File: src/rtl/reflet_mem_dma.sv
// reflet_mem_dma: copy/fill DMA initiator for the single-port reflet RAM.
// Drives the RAM enable/addr/data/write lines itself while a transfer is in flight.
module reflet_mem_dma #(
  parameter int addrSize = 7,
  parameter int wordsize = 8
) (
  input  logic                clk,
  input  logic                reset,
  input  logic                start,
  input  logic                mode,
  input  logic [addrSize-1:0] src,
  input  logic [addrSize-1:0] dst,
  input  logic [addrSize:0]   len,
  input  logic [wordsize:0]   pattern,
  input  logic                abort,
  output logic                busy,
  output logic                done,
  output logic                mem_enable,
  output logic [addrSize-1:0] mem_addr,
  output logic                mem_write_en,
  output logic [wordsize:0]   mem_wdata,
  input  logic [wordsize:0]   mem_rdata
);

  localparam int unsigned AW = addrSize;
  localparam int unsigned CW = addrSize + 1;
  localparam int unsigned DW = wordsize + 1;

  typedef enum logic [2:0] {
    S_IDLE,
    S_RD,
    S_CAP,
    S_WR,
    S_FILL,
    S_FIN
  } state_t;

  state_t        state_q;
  logic [AW-1:0] src_q;
  logic [AW-1:0] dst_q;
  logic [CW-1:0] len_q;
  logic [CW-1:0] idx_q;
  logic [DW-1:0] pat_q;
  logic [DW-1:0] hold_q;
  logic [AW-1:0] addr_q;
  logic          busy_q;
  logic          done_q;
  logic          en_q;
  logic          we_q;

  logic [CW-1:0] idx_inc;
  logic          last_word;
  logic [AW-1:0] src_nxt;
  logic [AW-1:0] dst_cur;
  logic [AW-1:0] dst_nxt;

  // Index/address arithmetic; addresses wrap at addrSize bits.
  always_comb begin
    idx_inc   = idx_q + CW'(1);
    last_word = (idx_inc == len_q);
    src_nxt   = src_q + idx_inc[AW-1:0];
    dst_cur   = dst_q + idx_q[AW-1:0];
    dst_nxt   = dst_q + idx_inc[AW-1:0];
  end

  // Control FSM; memory outputs are loaded together with the state they belong to.
  always_ff @(posedge clk or negedge reset) begin
    if (!reset) begin
      state_q <= S_IDLE;
      src_q   <= '0;
      dst_q   <= '0;
      len_q   <= '0;
      idx_q   <= '0;
      pat_q   <= '0;
      hold_q  <= '0;
      addr_q  <= '0;
      busy_q  <= 1'b0;
      done_q  <= 1'b0;
      en_q    <= 1'b0;
      we_q    <= 1'b0;
    end else begin
      done_q <= 1'b0;
      if (state_q != S_IDLE && abort) begin
        state_q <= S_IDLE;
        busy_q  <= 1'b0;
        en_q    <= 1'b0;
        we_q    <= 1'b0;
        addr_q  <= '0;
        hold_q  <= '0;
      end else begin
        case (state_q)
          S_IDLE: begin
            if (start && !abort) begin
              src_q  <= src;
              dst_q  <= dst;
              len_q  <= len;
              pat_q  <= pattern;
              idx_q  <= '0;
              busy_q <= 1'b1;
              if (len == '0) begin
                state_q <= S_FIN;
                done_q  <= 1'b1;
              end else if (!mode) begin
                state_q <= S_RD;
                en_q    <= 1'b1;
                addr_q  <= src;
              end else begin
                state_q <= S_FILL;
                en_q    <= 1'b1;
                we_q    <= 1'b1;
                addr_q  <= dst;
                hold_q  <= pattern;
              end
            end
          end
          S_RD: begin
            state_q <= S_CAP;
          end
          S_CAP: begin
            // hold_q doubles as the write-data register for the following WR.
            state_q <= S_WR;
            hold_q  <= mem_rdata;
            we_q    <= 1'b1;
            addr_q  <= dst_cur;
          end
          S_WR: begin
            idx_q <= idx_inc;
            we_q  <= 1'b0;
            if (last_word) begin
              state_q <= S_FIN;
              done_q  <= 1'b1;
              en_q    <= 1'b0;
              addr_q  <= '0;
              hold_q  <= '0;
            end else begin
              state_q <= S_RD;
              addr_q  <= src_nxt;
            end
          end
          S_FILL: begin
            idx_q <= idx_inc;
            if (last_word) begin
              state_q <= S_FIN;
              done_q  <= 1'b1;
              en_q    <= 1'b0;
              we_q    <= 1'b0;
              addr_q  <= '0;
              hold_q  <= '0;
            end else begin
              addr_q <= dst_nxt;
              hold_q <= pat_q;
            end
          end
          S_FIN: begin
            state_q <= S_IDLE;
            busy_q  <= 1'b0;
          end
          default: begin
            state_q <= S_IDLE;
          end
        endcase
      end
    end
  end

  // Abort must suppress the write and the done pulse in the very cycle it is raised.
  assign busy         = busy_q;
  assign done         = done_q & ~abort;
  assign mem_enable   = en_q;
  assign mem_addr     = addr_q;
  assign mem_write_en = we_q & en_q & ~abort;
  assign mem_wdata    = hold_q;

endmodule

File: config.mk
export PLATFORM = sky130hd
export DESIGN_NAME = reflet_mem_dma
export DESIGN_NICKNAME = d
export VERILOG_FILES = /design/src/rtl/reflet_mem_dma.sv
export SDC_FILE = /design/constraint.sdc
export NUM_CORES = 1
export LEC_CHECK = 0
export ABC_AREA = 1
export CORE_MARGIN = 5
export CORE_UTILIZATION = 44
export DETAILED_ROUTE_END_ITERATION = 8
export PLACE_DENSITY = 0.67
export RECOVER_POWER = 100
export SLEW_MARGIN = 20
export SYNTH_ARGS = -nofsm -noshare
export SYNTH_HDL_FRONTEND = slang
export SYNTH_SLANG_ARGS = --single-unit
File: constraint.sdc
create_clock -name clk -period 5.3 [get_ports clk]
set_input_delay 0.53 -clock clk [delete_from_list [all_inputs] [get_ports clk]]
set_output_delay 0.53 -clock clk [all_outputs]
set_load 0.02 [all_outputs]
# Word-level counts from Yosys, hierarchy flattened
# Cells that the tools add are included.
[op_classes] n_addsub=4 multipliers=0 div_mod_pow=0 magnitude_cmp=0 eq_ne=13 shifts=0 n_mux=41 bitwise=5 n_reduce_logical=19
[ops] operator="2-to-1 mux 9 bit" n=6
[ops] operator="2-to-1 mux 7 bit" n=6
[ops] operator="case mux 9 bit (4 select lines)" n=1
[ops] operator="case mux 7 bit (4 select lines)" n=1
[ops] operator="adder 7 bit" n=3
[ops] operator="2-to-1 mux 3 bit" n=6
[ops] operator="case mux 8 bit (2 select lines)" n=1
[ops] operator="!= test 3 bit (second input constant)" n=5
[ops] operator="case mux 3 bit (5 select lines)" n=1
[ops] operator="2-to-1 mux 1 bit" n=14
[ops] operator="AND reduction 5 bit" n=2
[ops] operator="AND reduction 3 bit" n=3
[ops] operator="nonzero test 3 bit" n=3
[ops] operator="adder 8 x 1 -> 8 bit (second input constant)" n=1
[ops] operator="== test 8 bit" n=1
[ops] operator="logical NOT 8 bit" n=1
[ops] operator="2-to-1 mux 8 bit" n=1
[ops] operator="== test 3 x 2 -> 1 bit (second input constant)" n=2
[ops] operator="== test 3 bit (second input constant)" n=2
[ops] operator="case mux 1 bit (2 select lines)" n=3
[ops] operator="nonzero test 5 bit" n=1
[ops] operator="case mux 1 bit (4 select lines)" n=1
[ops] operator="AND reduction 2 bit" n=2
[ops] operator="AND reduction 4 bit" n=1
[ops] operator="other kinds (10)" n=14
[word_totals] reg_bits=62 latchBits=0 ram_bits=0 romBits=0 in_bits=45 output_inout_bits=20 word_cells=94 memories=0

# Depth between registers and ports, before layout
# Gate-level depths: netlist (run 1).
[logic_depth] ltp_word=5 depth_mapped=19 depth_no_buf=18

# Least setup slack after synthesis (run 1)
# OpenSTA, ideal clock, no wires.
[synth_timing] path_type="register to register" startpoint="register idx_q[0]" endpoint="register addr_q[3], in the netlist mem_addr[3]" setup_ps=65 arrival_time_ps=2003 path_slack_ps=3232 stages_incl_launch_ff=18 n_path_buf=0 synth_period_minus_slack_ps=2068 path_cell_list="dfrtp_1 > ha_1 > inv_1 > nand2_1 > nand2_1 > inv_1 > ha_1 > nand2_1 > nand2_1 > a31oi_1 > nor2_1 > nor2_1 > nand2_1 > o21ai_0 > nand2_1 > nand3_1 > nand2_1 > nand2_1"
[synth_via] elab_chain_len=5 word_cells_on_any_way=9
[synth_lines] element="start: declaration" line="42" source="logic [CW-1:0] idx_q;"
[synth_lines] element="start signal: assignment" line="127" source="idx_q <= idx_inc;"
[synth_lines] element="start signal: assignment" line="141" source="idx_q <= idx_inc;"
[synth_lines] element="adder 8 x 1 -> 8 bit" line="59" source="idx_inc = idx_q + CW'(1);"
[synth_lines] element="adder 7 bit (tied with other cells)" line="63" source="dst_nxt = dst_q + idx_inc[AW-1:0];"
[synth_lines] element="2-to-1 mux 7 bit, on equally long branches" line="142, 129"
[synth_lines] element="case mux 7 bit (4 select lines) *" line="91" source="case (state_q)"
[synth_lines] element="2-to-1 mux 7 bit *" line="83" source="if (state_q != S_IDLE && abort) begin"
[synth_lines] element="end signal: assignment" line="106" source="addr_q <= src;"
[synth_lines] element="end signal: assignment" line="137" source="addr_q <= src_nxt;"
[synth_lines] element="end signal: assignment" line="150" source="addr_q <= dst_nxt;"
[synth_lines] element="end: declaration" line="45" source="logic [AW-1:0] addr_q;"
# Mark *: on every way between the ends. The rest lies on a longest branch, timed or not.
# A chain may end at the register's enable or synchronous reset.

==> results of run 1 <==
registers in the layout, indices dropped and copies added (netlist names):
| signal | flops |
|---|---|
| done_q | 1 |
| mem_enable | 1 |
| pat_q | 9 |
| src_q | 7 |
| mem_addr | 7 |
| dst_q | 7 |
| we_q | 1 |
| idx_q | 8 |
| state_q | 3 |
| len_q | 8 |
| mem_wdata | 9 |
| busy | 1 |
where the power goes:
group | switching [mW] | total, mW | internal (mW)
combinational | 0.839 | 1.35 | 0.512
sequential | 0.137 | 0.807 | 0.670
clock | 0.201 | 0.477 | 0.276
total | 1.18 | 2.63 | 1.46
layout by cell type (no fill, tap or decap), types with 10 or more instances in the layout:
cell / count
nand4_1: 11
mux2_2: 10
nand2_1: 167
o21ai_0: 42
nor2_1: 37
dlygate4sd3_1: 21
clkbuf_8: 10
clkdlybuf4s50_1: 42
dfrtp_1: 62
inv_1: 71
ha_1: 19
a21oi_1: 21
nand3_1: 46
layer usage:
metal / GRT usage [%] / share of wire (%)
met1: 26.5 / 45
met3: 3.88 / 4.6
met4: 6.67 / 1.4
met2: 32.7 / 49
met5: 0 / 0
logic make-up (layout without fill, tap and decap cells):
kind of cell | count (synthesis) | count (layout)
flops | 62 | 62
compound gates | 95 | 95
mux | 10 | 10
simple gates | 291 | 291
buf+inv | 93 | 160
fa+ha+maj | 22 | 22
xor+xnor | 7 | 7
area by class of cell:
| type | instances | area, µm² |
|---|---|---|
| clock buffers | 10 | 138 |
| multi-input cells | 425 | 2290 |
| inverters | 78 | 293 |
| fillers | 960 | 4470 |
| clock inverters | 6 | 85.1 |
| repair buffers | 66 | 643 |
| well taps | 133 | 166 |
| flip-flops and latches | 62 | 1550 |
how the worst max path moves through the flow:
stage / endpoint / slack, ns / start / cells past startpoint
global route: dst_q[6]$_DFFE_PN0P_ / 1.17 / reset / 2
global placement: idx_q[0]$_DFFE_PN0P_ / 2.59 / abort / 8
floorplan: mem_addr[3]$_DFFE_PN0P_ / 3.23 / idx_q[0]$_DFFE_PN0P_ / 17
CTS: mem_wdata[5]$_DFFE_PN0P_ / 2.65 / idx_q[0]$_DFFE_PN0P_ / 11
finish: dst_q[3]$_DFFE_PN0P_ / 1.97 / reset / 2
detailed placement: idx_q[0]$_DFFE_PN0P_ / 2.47 / abort / 8
stage by stage:
step / std cells / setup WS [ns] / hold WS, ns / total power, mW
6_report: 780 / 1.97 / 0.472 / 2.63
5_1_grt: 780 / 1.17 / 0.501 / 2.86
4_1_cts: 780 / 2.65 / 0.384 / 2.70
3_5_place_dp: 764 / 2.47 / 0.465 / 2.22
3_3_place_gp: 764 / 2.59 / 0.462 / 2.18
2_1_floorplan: 580 / 3.23 / 0.234 / 1.82
==> impl_results.md, run 1 <==
- Status: complete, but fails checks
- Failing checks: max-capacitance violations, max-slew violations
- Skew-Pair Late Insertion Delay: 0.35 ns
- Leak: around 2.6 nW
- Compound-Gate Fraction of Synth Area: 13.0%
- Peak supply drop: between 200 and 250 µV
- Ys flop type: dfrtp_1
- Worst Hold End: mem_addr[5]$_DFFE_PN0P_
- First-pass GRT wire length: 18,400 µm
- Setup crit start kind: input port
- Final net count: ~710
- WL final: 11,400 µm
- Min cycle time layout: ~3.3 ns
- Num rows: 36
- Adder-Cell Fraction of Synth Area: 6.96%
- Total GRT Usage: 20.0%
- Cells after Synth: 580
- Post-DP HPWL: 8760 µm
- Detailed router's first-iteration violation count: approximately 230
- Arrival @ worst endpoint: between 3 and 4 ns
- Initial antenna violation count: 0
- Setup TNS Final: 0 ns
- Worst hold start: mem_addr[5]$_DFFE_PN0P_
- Routed vias: ~4.0k
- Post-synth top area share: 36.3%
- Clock Path Buffers: 2
- Wire per inst: approximately 15 µm
- Hold Path Class: register to register
- Core Area: about 0.0096 mm²
- RSZ-0062 raised after global routing: no
- Area grow syn2layout: 20.9%
- Post-cts sizing count: 0
- H-tree depth: 3
- Largest net degree at the start of global routing: 63
- Final instance area: about 0.0052 mm²
- Port Buf Inserts: 64
- Distinct cells, synth: roughly 40
- Vias in the first global route: roughly 3.8k
- Total congestion overflow: 0
- Routed Antenna Nets: 0
- CTS root buf: clkbuf_8
- Setup Buffers After CTS: 0
- Initial Util: roughly 44%
- Syn avg cell area: 7.37 µm²
- R2R Path Start: idx_q[0]$_DFFE_PN0P_
- Largest family of logic cells by synthesized area: simple AND/OR/NAND/NOR gates
- Hold Vio Cnt, Final: 0
- I/O Pins: 65
- Least-Margin Pin Slew: 3.38 ns
- Die Width: between 100 and 150 µm
- Cts hold-fix bufs: 0
- PwrDens: approximately 510 mW/mm²
- Synth cell count leaders: nand2_1, inv_1, dfrtp_1
- FFs w/ async S/R, synth: 100%
- Yosys top cell by area: dfrtp_1
- Post-placement cell area: approximately 0.005 mm²
- Final Util: 53.6%
- Max FO, Critical Path: 62
- Relative slew slack: -125%
- Diodes inserted: 0
- DR vias/cell: between 5 and 6
- Top Family by Delay on Critical Path: buffers and inverters
- WHS Path Cells: 2
- Synth Cell Area: approximately 0.0043 mm²
- Worst path cell trace: buf_2 -> clkbuf_1
- Yosys reg bits: slightly above 60
- Bufs and invs on worst path: 2
- Crit path capture type: asynchronous set/reset pin
- DRT Pass-1 Iters: 6
- Slew Limit Fails: 98
- CTS clk-pin slew, worst paths: about 0.070 ns
- CP required: 4.99 ns
- Worst path slowest cell: clkbuf_1
- Setup violators final: 0
- Synth Area in XOR/XNOR: 1.43%
- Simple-gate share of the synthesized area: a little over 30%
- Routability cong.: between 0.8 and 0.9
- Post-synth EDFFs: 0
- Die Footprint: roughly 0.012 mm²
- Flop-to-flop setup slack: ~2.2 ns
- Critical Path Max Stage Delay: 2.36 ns
- Tcrit/Tclk final: a little over three fifths
- CP Class: input port to asynchronous set/reset pin
- Sequential area share after synthesis: about 36%
- Synth Net Count: around 650
- Peak Freq: between 300 and 400 MHz
- DIE HEIGHT: between 100 and 150 µm
- Count leader, synth: nand2_1
- Ranking of synthesized cells by area: dfrtp_1, nand2_1, inv_1, ha_1, nand3_1
- DRC violations left: 0
- Share of cells above drive strength 1: a little under a tenth
- R2R cell count: 11
- Yosys warns: 0
- FF-to-FF End: mem_wdata[5]$_DFFE_PN0P_
- Mux contribution to synthesized area: between 2 and 3%
- CTS tree: done
- Max_cap viols: 2
- Clk sinks: 62
- CTS Buf Count: 9
- Final Skew: 0.00998 ns
Power figures use the tool's default switching activity.
==> run 2, diff against run 1 <==
clock period = 3.1 ns   (was 5.3 ns; I/O delays follow)
==> run 2 against run 1 <==
Effect of this change:
- the run now ends clean
- via count is 0.96% lower
- count of clock-buffer cells in the layout down 1
- sequential share of layout area decreased by 0.22 points
- critical endpoint is now pat_q[1]$_DFFE_PN0P_
- largest power group unchanged
==> impl_results.md, run 2 (same netlist as run 1, synthesis figures left out) <==
- Cts hold-fix bufs: 1 (was 0)
- DIE HEIGHT: 109 µm (unchanged)
- Hold Path Class: register to register (unchanged)
- Placed Cells incl. Taps: 768 (was 764)
- Vias in the first global route: 3,932 (was 3,824)
- Post-placement cell area: 0.00503 mm² (was 0.00499 mm²)
- Setup Buffers After CTS: 0 (unchanged)
- CTS tree: done (unchanged)
- CTS root buf: clkbuf_8 (unchanged)
- Largest net degree at the start of global routing: 41 (was 63)
- Diodes inserted: 0 (unchanged)
- CP Class: register to register (was input port to asynchronous set/reset pin)
- Worst path cell trace: nor2_1 -> clkinv_1 -> nor2_1 -> nand2_1 -> clkbuf_1 -> clkbuf_2 -> nor2_1 -> a21oi_1 (was buf_2 -> clkbuf_1)
- Num rows: 36 (unchanged)
- Most common cell after layout, fill and taps aside: nand2_1 (unchanged)
- Final instance area: 0.00521 mm² (was 0.00517 mm²)
- First-pass GRT wire length: 19,500 µm (was 18,400 µm)
- Leak: 2.63 nW (was 2.61 nW)
- Routed vias: 4,010 (was 4,049)
- CTS clk-pin slew, worst paths: 0.08 ns (was 0.07 ns)
- Area grow syn2layout: 21.8% (was 20.9%)
- Hold Vio Cnt, Final: 0 (unchanged)
- Initial Util: 44.4% (unchanged)
- Routability cong.: 0.904 (was 0.897)
- Critical Path Max Stage Delay: 0.54 ns (was 2.36 ns)
- Skew-Pair Late Insertion Delay: 0.35 ns (about the same)
- Final std cells w/o fill: 785 (was 780)
- Setup crit start kind: register (was input port)
- CTS Buf Count: 9 (unchanged)
- Clock Path Buffers: 2 (unchanged)
- Final Util: 54.0% (was 53.6%)
- Min cycle time layout: about 2.7 ns
- Post-cts sizing count: 0 (unchanged)
- CP required: 3.33 ns (was 4.99 ns)
- Post-DP HPWL: 9250 µm (was 8760 µm)
- Max FO, Critical Path: 22 (was 62)
- Relative slew slack: 15.8% (was -125%)
- Crit path capture type: register (was asynchronous set/reset pin)
- Final Skew: 0.0110 ns (was 0.00998 ns)
- Die Footprint: 0.0118 mm² (unchanged)
- Least-Margin Pin Slew: 1.26 ns (was 3.38 ns)
- Peak Freq: approximately 380 MHz
- DRC violations left: 0 (unchanged)
- Final net count: 714 (was 709)
- Total GRT Usage: 21.3% (was 20.0%)
- Final Power: 4.56 mW (was 2.63 mW)
- Setup violators final: 0 (unchanged)
- Total congestion overflow: 0 (unchanged)
- DRT Pass-1 Iters: 5 (was 6)
- H-tree depth: 3 (unchanged)
- Core Area: 0.00964 mm² (unchanged)
- Wire per inst: 14.9 µm (was 14.6 µm)
- PnR worst setup slack: 0.438 ns (was 1.97 ns)
- Worst hold slack: 0.485 ns (was 0.472 ns)
- Crit-path most repeated cell: nor2_1
- Die Width: 109 µm (unchanged)
- RSZ-0062 raised after global routing: no (unchanged)
- Max_cap viols: 0 (was 2)
- Slew Limit Fails: 0 (was 98)
- DR vias/cell: 5.11 (was 5.19)
- Setup TNS Final: 0 ns (unchanged)
- Most frequent cells in the layout: nand2_1, inv_1, dfrtp_1 (unchanged)
- I/O Pins: 65 (unchanged)
- Tcrit/Tclk final: 85.9%
- Share of cells above drive strength 1: 9.66% (was 9.27%)
- Peak supply drop: 382 µV (was 201 µV)
- Worst path slowest cell: clkbuf_1 (unchanged)
- Detailed router's first-iteration violation count: 190 (was 234)
- Arrival @ worst endpoint: 2.89 ns (was 3.02 ns)
- Status: finished, final reports clean (was complete, but fails checks)
- WL final: 11,700 µm (was 11,400 µm)
- Initial antenna violation count: 0 (unchanged)
- Port Buf Inserts: 64 (unchanged)
- DP Worst Slack: 0.520 ns (was 2.47 ns)
- Routed Antenna Nets: 0 (unchanged)
- Clk sinks: 62 (unchanged)
- PwrDens: 875 mW/mm² (was 510 mW/mm²)
run 2: final timing paths:
path,startpoint,endpoint,slack (ns),cells after the start
max,state_q[0]$_DFFE_PN0P_,pat_q[1]$_DFFE_PN0P_,0.44,8
max reg2reg,state_q[0]$_DFFE_PN0P_,pat_q[1]$_DFFE_PN0P_,0.44,8
max in group asynchronous,reset,idx_q[4]$_DFFE_PN0P_,0.69,3
min in group asynchronous,reset,mem_wdata[0]$_DFFE_PN0P_,0.75,2
min,mem_addr[3]$_DFFE_PN0P_,mem_addr[3]$_DFFE_PN0P_,0.49,2
min reg2reg,mem_addr[3]$_DFFE_PN0P_,mem_addr[3]$_DFFE_PN0P_,0.49,2
run 2: per-layer routing:
metal	up-vias	global-route usage (%)	wire (µm)
met4	0	6.04	179
met3	15	3.40	610
met5	-	0	0
li1	2033	-	-
met2	117	35.9	5720
met1	1845	28.3	5190
run 2: where the power goes:
group | total, mW | switching [mW] | internal, mW
sequential | 1.39 | 0.242 | 1.14
combinational | 2.34 | 1.45 | 0.893
clock | 0.830 | 0.367 | 0.464
run 2: final cells by class:
class	instances	area, µm²
multi-input cells	425	2290
well taps	133	166
clock inverters	7	104
repair buffers	71	677
fillers	988	4430
clock buffers	9	124
inverters	78	293
flip-flops and latches	62	1550
run 2: worst max-delay path, delay by kind of cell (launching register included):
family	cells	cell delay, ns
AOI/OAI and AO/OA	1	0.05
DFF	1	0.42
and+or+nand+nor	4	1.00
buffers and inverters	3	1.07
==> run 3, diff against run 2 <==
CORE_UTILIZATION = 45   (was 44)
PLACE_DENSITY = 0.68   (was 0.67)
SLEW_MARGIN = 30   (was 20)
==> run 3 against run 2 <==
Effect of this change:
- the run now ends with max-capacitance violations, max-slew violations left
- count of clock-buffer cells in the layout up 1
- sequential power about the same
- combinational power grew 2%
- cell area is 0.24% higher
- critical path depth rose by 4
- via count is 1.1% higher
- register-to-register slack got worse by 0.10 ns
- utilization up 2.5 points
- cell count fell by 0.64%
- non-clock buffer count down 1
- wire length down 1.2%
- global-route usage is 0.45 points lower
- critical endpoint is now mem_enable$_DFFE_PN0P_
- largest power group unchanged
==> impl_results.md, run 3 (same netlist as run 1, synthesis figures left out) <==
- Status: complete, but fails checks (was finished, final reports clean)
- Failing checks: max-capacitance violations, max-slew violations
- Initial antenna violation count: 0 (unchanged)
- Vias in the first global route: 3,975 (was 3,932)
- Total congestion overflow: 0 (unchanged)
- Clk sinks: 62 (unchanged)
- Share of cells above drive strength 1: 10.4% (was 9.66%)
- Most common cell after layout, fill and taps aside: nand2_1 (unchanged)
- Setup Buffers After CTS: 0 (unchanged)
- FF-to-FF End: mem_enable$_DFFE_PN0P_ (was pat_q[1]$_DFFE_PN0P_)
- I/O Pins: 65 (unchanged)
- Most frequent cells in the layout: nand2_1, inv_1, dfrtp_1 (unchanged)
- Routed vias: 4,054 (was 4,010)
- Routability cong.: 0.986 (was 0.904)
- Leak: 2.64 nW (was 2.63 nW)
- CP required: 3.34 ns (was 3.33 ns)
- Area grow syn2layout: 22.1% (was 21.8%)
- DP Worst Slack: 0.594 ns (was 0.520 ns)
- Final Skew: 0.00841 ns (was 0.0110 ns)
- DRC violations left: 0 (unchanged)
- PwrDens: 889 mW/mm² (was 875 mW/mm²)
- Final net count: 713 (was 714)
- Tcrit/Tclk final: 89.1% (was 85.9%)
- Detailed router's first-iteration violation count: 255 (was 190)
- Initial Util: 46.3% (was 44.4%)
- DRT Pass-1 Iters: 5 (unchanged)
- Skew-Pair Late Insertion Delay: 0.35 ns (about the same)
- Peak supply drop: 363 µV (was 382 µV)
- Diodes inserted: 0 (unchanged)
- PnR worst setup slack: 0.337 ns (was 0.438 ns)
- Max FO, Critical Path: 11 (was 22)
- Wire per inst: 14.8 µm (was 14.9 µm)
- Setup crit start kind: register (unchanged)
- Hold Path Class: input port to asynchronous set/reset pin (was register to register)
- Max_cap viols: 1 (was 0)
- Hold Vio Cnt, Final: 0 (unchanged)
- Slew Limit Fails: 63 (was 0)
- Num rows: 35 (was 36)
- Post-placement cell area: 0.00502 mm² (was 0.00503 mm²)
- Flop-to-flop setup slack: 0.34 ns (was 0.44 ns)
- First-pass GRT wire length: 19,200 µm (was 19,500 µm)
- Total GRT Usage: 20.9% (was 21.3%)
- Die Footprint: 0.0116 mm² (was 0.0118 mm²)
- Crit path capture type: register (unchanged)
- Post-cts sizing count: 0 (unchanged)
- RSZ-0062 raised after global routing: no (unchanged)
- CP Class: register to register (unchanged)
- DR vias/cell: 5.20 (was 5.11)
- R2R cell count: 12 (was 8)
- Cts hold-fix bufs: 0 (was 1)
- WL final: 11,600 µm (was 11,700 µm)
- Least-Margin Pin Slew: 1.56 ns (was 1.26 ns)
- Die Width: 107 µm (was 109 µm)
- Final instance area: 0.00522 mm² (was 0.00521 mm²)
- # fillers: 887 (was 988)
- CTS tree: done (unchanged)
- Largest net degree at the start of global routing: 63 (was 41)
- CTS Buf Count: 9 (unchanged)
- Peak Freq: 362 MHz (was 376 MHz)
- Min cycle time layout: 2.76 ns (was 2.66 ns)
- DIE HEIGHT: 107 µm (was 109 µm)
- Routed Antenna Nets: 0 (unchanged)
- Arrival @ worst endpoint: 3.01 ns (was 2.89 ns)
- CTS root buf: clkbuf_8 (unchanged)
- Core Area: 0.00924 mm² (was 0.00964 mm²)
- Post-DP HPWL: 8850 µm (was 9250 µm)
- Relative slew slack: -4.09% (was 15.8%)
- R2R Path Start: idx_q[0]$_DFFE_PN0P_ (was state_q[0]$_DFFE_PN0P_)
- Setup violators final: 0 (unchanged)
- CP startpoint: idx_q[0]$_DFFE_PN0P_ (was state_q[0]$_DFFE_PN0P_)
- CTS clk-pin slew, worst paths: 0.07 ns (was 0.08 ns)
- Clock Path Buffers: 2 (unchanged)
- Setup TNS Final: 0 ns (unchanged)
- H-tree depth: 3 (unchanged)
- Port Buf Inserts: 64 (unchanged)
==> run 3: changes by cell type in the layout (fill, tap and decap cells not counted), moves of 2 or more <==
| cell | before | now |
|---|---|---|
| o21ai_2 | 3 | 5 |
| clkinvlp_4 | 0 | 2 |
| clkinv_4 | 2 | 0 |
| inv_6 | 3 | 0 |
| o21ai_0 | 42 | 39 |
==> run 3: critical path, stage by stage (launching register included) <==
cell and delay (ns):
dfrtp_1 0.46, ha_1 0.51, xnor2_1 0.16, nand2_1 0.08, nor2_1 0.11, nand2_1 0.06
nor2_1 0.13, nand3_1 0.46, clkbuf_2 0.38, nand3_2 0.13, nand2_2 0.07, nand2_1 0.07
o21ai_2 0.05
==> run 3: how the worst max path moves through the flow <==
| stage | endpoint | slack (ns) | depth (start not counted) |
|---|---|---|---|
| final | mem_enable$_DFFE_PN0P_ | 0.34 | 12 |
| after global routing | mem_wdata[2]$_DFFE_PN0P_ | 0.16 | 12 |
| after CTS | mem_wdata[2]$_DFFE_PN0P_ | 0.57 | 11 |
| after detailed placement | mem_wdata[2]$_DFFE_PN0P_ | 0.59 | 11 |
| after global placement | mem_enable$_DFFE_PN0P_ | 0.58 | 12 |
| after floorplan | mem_addr[3]$_DFFE_PN0P_ | 1.03 | 17 |
==> run 3: per-layer routing <==
layer | vias up | GRT usage [%] | wire (µm)
li1 | 2033 | - | -
met1 | 1851 | 27.0 | 5050
met2 | 141 | 34.0 | 5430
met3 | 29 | 4.68 | 759
met4 | 0 | 7.94 | 325
met5 | - | 0 | 0
==> run 3: stage by stage <==
step	hold slack [ns]	cells	total power [mW]	utilization (%)
after floorplan	0.0144	580	3.11	-
after global routing	0.500	780	5.05	56.5
after CTS	0.174	780	4.74	56.9
final	0.440	780	4.64	56.5
after global placement	0.462	764	3.81	54.3
after detailed placement	0.471	764	3.85	54.3
==> run 3: area by class of cell <==
| class | count | area [µm²] | area share [%] |
|---|---|---|---|
| Inverter | 78 | 293 | 5.61 |
| Multi-Input combinational cell | 425 | 2310 | 44.2 |
| Clock inverter | 6 | 110 | 2.11 |
| Clock buffer | 10 | 128 | 2.44 |
| Tap cell | 129 | 161 | 3.09 |
| Timing Repair Buffer | 70 | 669 | 12.8 |
| Sequential cell | 62 | 1550 | 29.7 |
==> run 3: report_power, final <==
| group | leakage, nW | total [mW] | switching [mW] | internal [mW] |
|---|---|---|---|---|
| clock network | 0.112 | 0.871 | 0.339 | 0.533 |
| logic | 1.76 | 2.38 | 1.48 | 0.904 |
| registers | 0.769 | 1.39 | 0.244 | 1.15 |
| total | 2.64 | 4.64 | 2.06 | 2.58 |
